<file path="src/rtl/truth_table_sweeper.sv">
// truth_table_sweeper: sweeps x=0..15 into a 4-in/1-out network,
// captures its truth table, counts ones and checks it against EXPECTED.
//   clock, reset_  : rising-edge clock, async active-low reset
//   start          : sweep request, taken only when idle
//   x3..x0         : registered drive lines (x3 = MSB)
//   z              : network output, sampled after SETTLE extra cycles
//   busy, done     : sweep in progress / one-cycle completion pulse
//   truth_table    : captured table, bit i = z at x=i
//   ones           : number of ones in truth_table (0..16)
//   match          : truth_table == EXPECTED, valid from done onward
//   mismatch_valid : some bit differs; first_mismatch = lowest such index
// The table port is named truth_table because "table" is a reserved word.
module truth_table_sweeper #(
  parameter logic [3:0]  SETTLE   = 4'd2,
  parameter logic [15:0] EXPECTED = 16'hA7F7
) (
  input  logic        clock,
  input  logic        reset_,
  input  logic        start,
  output logic        x3,
  output logic        x2,
  output logic        x1,
  output logic        x0,
  input  logic        z,
  output logic        busy,
  output logic        done,
  output logic [15:0] truth_table,
  output logic [4:0]  ones,
  output logic        match,
  output logic        mismatch_valid,
  output logic [3:0]  first_mismatch
);

  typedef enum logic [1:0] {
    IDLE,
    WAIT,
    DONE
  } state_t;

  state_t      state;
  logic [3:0]  idx;
  logic [3:0]  cnt;
  logic [3:0]  x;
  logic [15:0] tbl_next;

  assign {x3, x2, x1, x0} = x;

  // table including the sample taken at this edge; feeds match on the last one
  always_comb begin
    tbl_next      = truth_table;
    tbl_next[idx] = z;
  end

  always_ff @(posedge clock or negedge reset_) begin
    if (!reset_) begin
      state          <= IDLE;
      idx            <= '0;
      cnt            <= '0;
      x              <= '0;
      busy           <= 1'b0;
      done           <= 1'b0;
      truth_table    <= '0;
      ones           <= '0;
      match          <= 1'b0;
      mismatch_valid <= 1'b0;
      first_mismatch <= '0;
    end else begin
      unique case (state)
        IDLE: begin
          x    <= '0;
          busy <= 1'b0;
          done <= 1'b0;
          if (start) begin
            state          <= WAIT;
            busy           <= 1'b1;
            idx            <= '0;
            cnt            <= '0;
            truth_table    <= '0;
            ones           <= '0;
            match          <= 1'b0;
            mismatch_valid <= 1'b0;
            first_mismatch <= '0;
          end
        end
        WAIT: begin
          if (cnt < SETTLE) begin
            cnt <= cnt + 4'd1;
          end else begin
            truth_table <= tbl_next;
            ones        <= ones + {4'd0, z};
            if ((z != EXPECTED[idx]) && !mismatch_valid) begin
              mismatch_valid <= 1'b1;
              first_mismatch <= idx;
            end
            if (idx == 4'd15) begin
              state <= DONE;
              busy  <= 1'b0;
              done  <= 1'b1;
              match <= (tbl_next == EXPECTED);
            end else begin
              idx <= idx + 4'd1;
              x   <= idx + 4'd1;
              cnt <= '0;
            end
          end
        end
        DONE: begin
          state <= IDLE;
          done  <= 1'b0;
          x     <= '0;
          idx   <= '0;
          cnt   <= '0;
        end
        default: state <= IDLE;
      endcase
    end
  end

endmodule

</file>
<file path="config.mk">
export PLATFORM = sky130hd
export DESIGN_NAME = truth_table_sweeper
export DESIGN_NICKNAME = d
export VERILOG_FILES = /design/src/rtl/truth_table_sweeper.sv
export SDC_FILE = /design/constraint.sdc
export NUM_CORES = 1
export LEC_CHECK = 0
export ABC_AREA = 1
export ABC_CLOCK_PERIOD_IN_PS = 3300
export CORE_MARGIN = 1.5
export CORE_UTILIZATION = 53
export DETAILED_ROUTE_END_ITERATION = 12
export GPL_TIMING_DRIVEN = 0
export PLACE_DENSITY = 0.78
export SLEW_MARGIN = 20
export SYNTH_ARGS = -nofsm -noshare
export SYNTH_HDL_FRONTEND = slang
export SYNTH_SLANG_ARGS = --single-unit
export TNS_END_PERCENT = 100
</file>
<file path="constraint.sdc">
create_clock -name clock -period 3.3 [get_ports clock]
set_input_delay 0.66 -clock clock [delete_from_list [all_inputs] [get_ports clock]]
set_output_delay 0.66 -clock clock [all_outputs]
set_load 0.1 [all_outputs]
</file>
==> reports/summary.txt <==
Syn Area/Cell: 8.55 um^2
Routed WL: 5470 um
fin. max-slew vios: 0
clock root buffer: clkbuf_8
chip width: 71.6 um
Post-synth EDFFs: 0
cell family with the largest share of critical-path delay: buffers and inverters
Iteration-0 DRC Markers: 182
H-Tree Level Count: 2
min cycle time layout: 2540 ps
status: finished, final reports clean
# DRC: 0
GR Util met3: 4.78%
area of the multi-input gates: 1200 um^2
layout cells sized above 1: 14.6%
critical path buffer and inverter count: 1
area share of the largest cell type after synthesis: 43.1%
fillcell total: 379
Area growth syn-to-layout: 21.4%
DR WL/cell: 14.1 um
routability cong.: 0.852
final count of hold timing violations: 0
Die Y-Extent: 71.6 um
Mapped Area: 2500 um^2
hold buffers post-CTS: 0
slowest stage delay, CP: 1160 ps
CP Cell Sequence: clkdlybuf4s50_1
clock network latency to the later pin of the worst-skew pair: 300 ps
Crit. End Element: primary output
Vias: 2089
total CTS buffers: 5
first-pass GRT wire length: 9220 um
final period utilization: 76.9%
met2 usage: 37.8%
TritonCTS clock tree: built
number of global-route vias before repair: 1985
WP data arrival: 1880 ps
Slew HR: 34.4%
Crit Path Class: register to primary output
GRT Overall Usage: 22.7%
Synth top cells by count: 85 x nand2_1, 43 x dfrtp_1, 36 x nand3_1, 21 x inv_1, 17 x nor2_1
fmax: 394 MHz
initial core utilization: 56.2%
RSZ-0062 raised after global routing: false
clock skew: 5.48 ps
Diodes inserted: 0
total core area: 4440 um^2
PostCTS Resize Cnt: 0
post-synthesis sequential area ratio: 43.1%
gr ovfl total: 0
Rows: 24
IO Pins: 37
top-count cell post-synth: nand2_1
largest net degree at the start of global routing: 24
Ys Warns: 0
slowest CP cell: clkdlybuf4s50_1
CP required: 2640 ps
initial antenna violation count: 0
HP Class: input port to asynchronous set/reset pin
Setup Buffers After CTS: 0
clock tree buffer depth: 2
Seq. cell area: 1080 um^2
Slew @ Worst Pin: 980 ps
Yosys top cell by area: dfrtp_1
layout net count: 349
Sink Count: 43
Final setup viols: 0
Synth area leaders: dfrtp_1 43%, nand2_1 13%, nand3_1 7.2%
Levels on crit path: 1
#FFs+latches synth: 43
port bufs: 36
CP startpoint kind: register
Die ar.: 5130 um^2
Max Cap Viol: 0
post-synth net total: 305
DR vias/cell: 5.38
R2R depth: 8
hpwl dp: 4060 um
First-pass DRT Iterations: 6
Primary FF master, synth: dfrtp_1
Mapped Cells: 292
remaining antenna violation count after routing: 0
Final TNS setup: 0 ps
ys async rst share: 100%
Worst-path clk slew: 80 ps
met1 Use GR: 30.3%
Max Fanout on Critical Path: 3
busiest grt layer: met2
Cell variety after synth: 31
## state kept, by name (all words and copies together), names as in the netlist
name and cells:
idx 4, x 4, busy 1, truth_table 16, match 1, ones 5, mismatch_valid 1, cnt 4
first_mismatch 4, state 2, done 1
## cells in the final DEF, fill, tap and decap left out, types with 2 or more instances in the layout
cell,Yosys,final
nor2_1,17,17
a21oi_1,2,2
o21ai_0,14,14
nand3_2,4,4
inv_1,21,21
nand2_8,2,2
buf_12,2,2
nand2_1,85,85
clkbuf_8,0,6
inv_2,3,3
o21ai_1,5,5
nand4_1,10,10
o22ai_1,5,5
buf_2,2,3
nand3_1,36,36
clkdlybuf4s50_1,0,35
xor2_1,2,2
o21ai_2,2,2
nand2_2,6,6
ha_1,9,9
dfrtp_1,43,43
nand3_4,3,3
inv_4,2,2
buf_6,4,4
nor2_4,5,5
## final cells by class
| type | instances | area share [%] |
|---|---|---|
| clock inverters | 1 | 0.165 |
| plain buffers | 10 | 3.51 |
| well taps | 52 | 2.15 |
| clock buffers | 6 | 2.72 |
| multi-input cells | 212 | 39.7 |
| inverters | 27 | 3.67 |
| flip-flops and latches | 43 | 35.5 |
| repair buffers | 37 | 12.6 |
## worst paths after layout
path                       slack [ps]        endpoint      startpoint
setup / recovery                  760  mismatch_valid  mismatch_valid
hold / removal                    330  truth_table[9]          reset_
setup reg to reg                 1530           match          idx[0]
hold reg to reg                   490         ones[3]         ones[3]
max in group asynchronous        2470            done          reset_
min in group clock                490         ones[3]         ones[3]
## per-stage QoR
step                cells  setup WS [ps]  util (%)  area (um^2)  hold slack (ps)
floorplan             292           1530         -         2500              364
global placement      380            416      65.8         2920              475
detailed placement    381           1080      66.3         2950              484
CTS                   388            755      68.2         3030              352
global route          388            707      68.2         3030              372
finish                388            762      68.2         3030              333
## logic make-up (layout without fill, tap and decap cells)
group	after synthesis	count (layout)	share of synthesized area, %
compound gates	30	30	7.11
xor+xnor	2	2	0.702
fa+ha+maj	9	9	4.51
buf+inv	37	81	8.72
flops	43	43	43.1
simple gates	171	171	35.9
## layer usage
layer | up-vias | part of all wire [%]
li1 | 1049 | -
met5 | - | 0
met1 | 984 | 45
met2 | 47 | 50
met3 | 9 | 4.1
met4 | 0 | 1.0
Power is left out: the tool's default activity adds up to more than one toggle a clock period on the data nets, which glitch-free logic cannot reach.
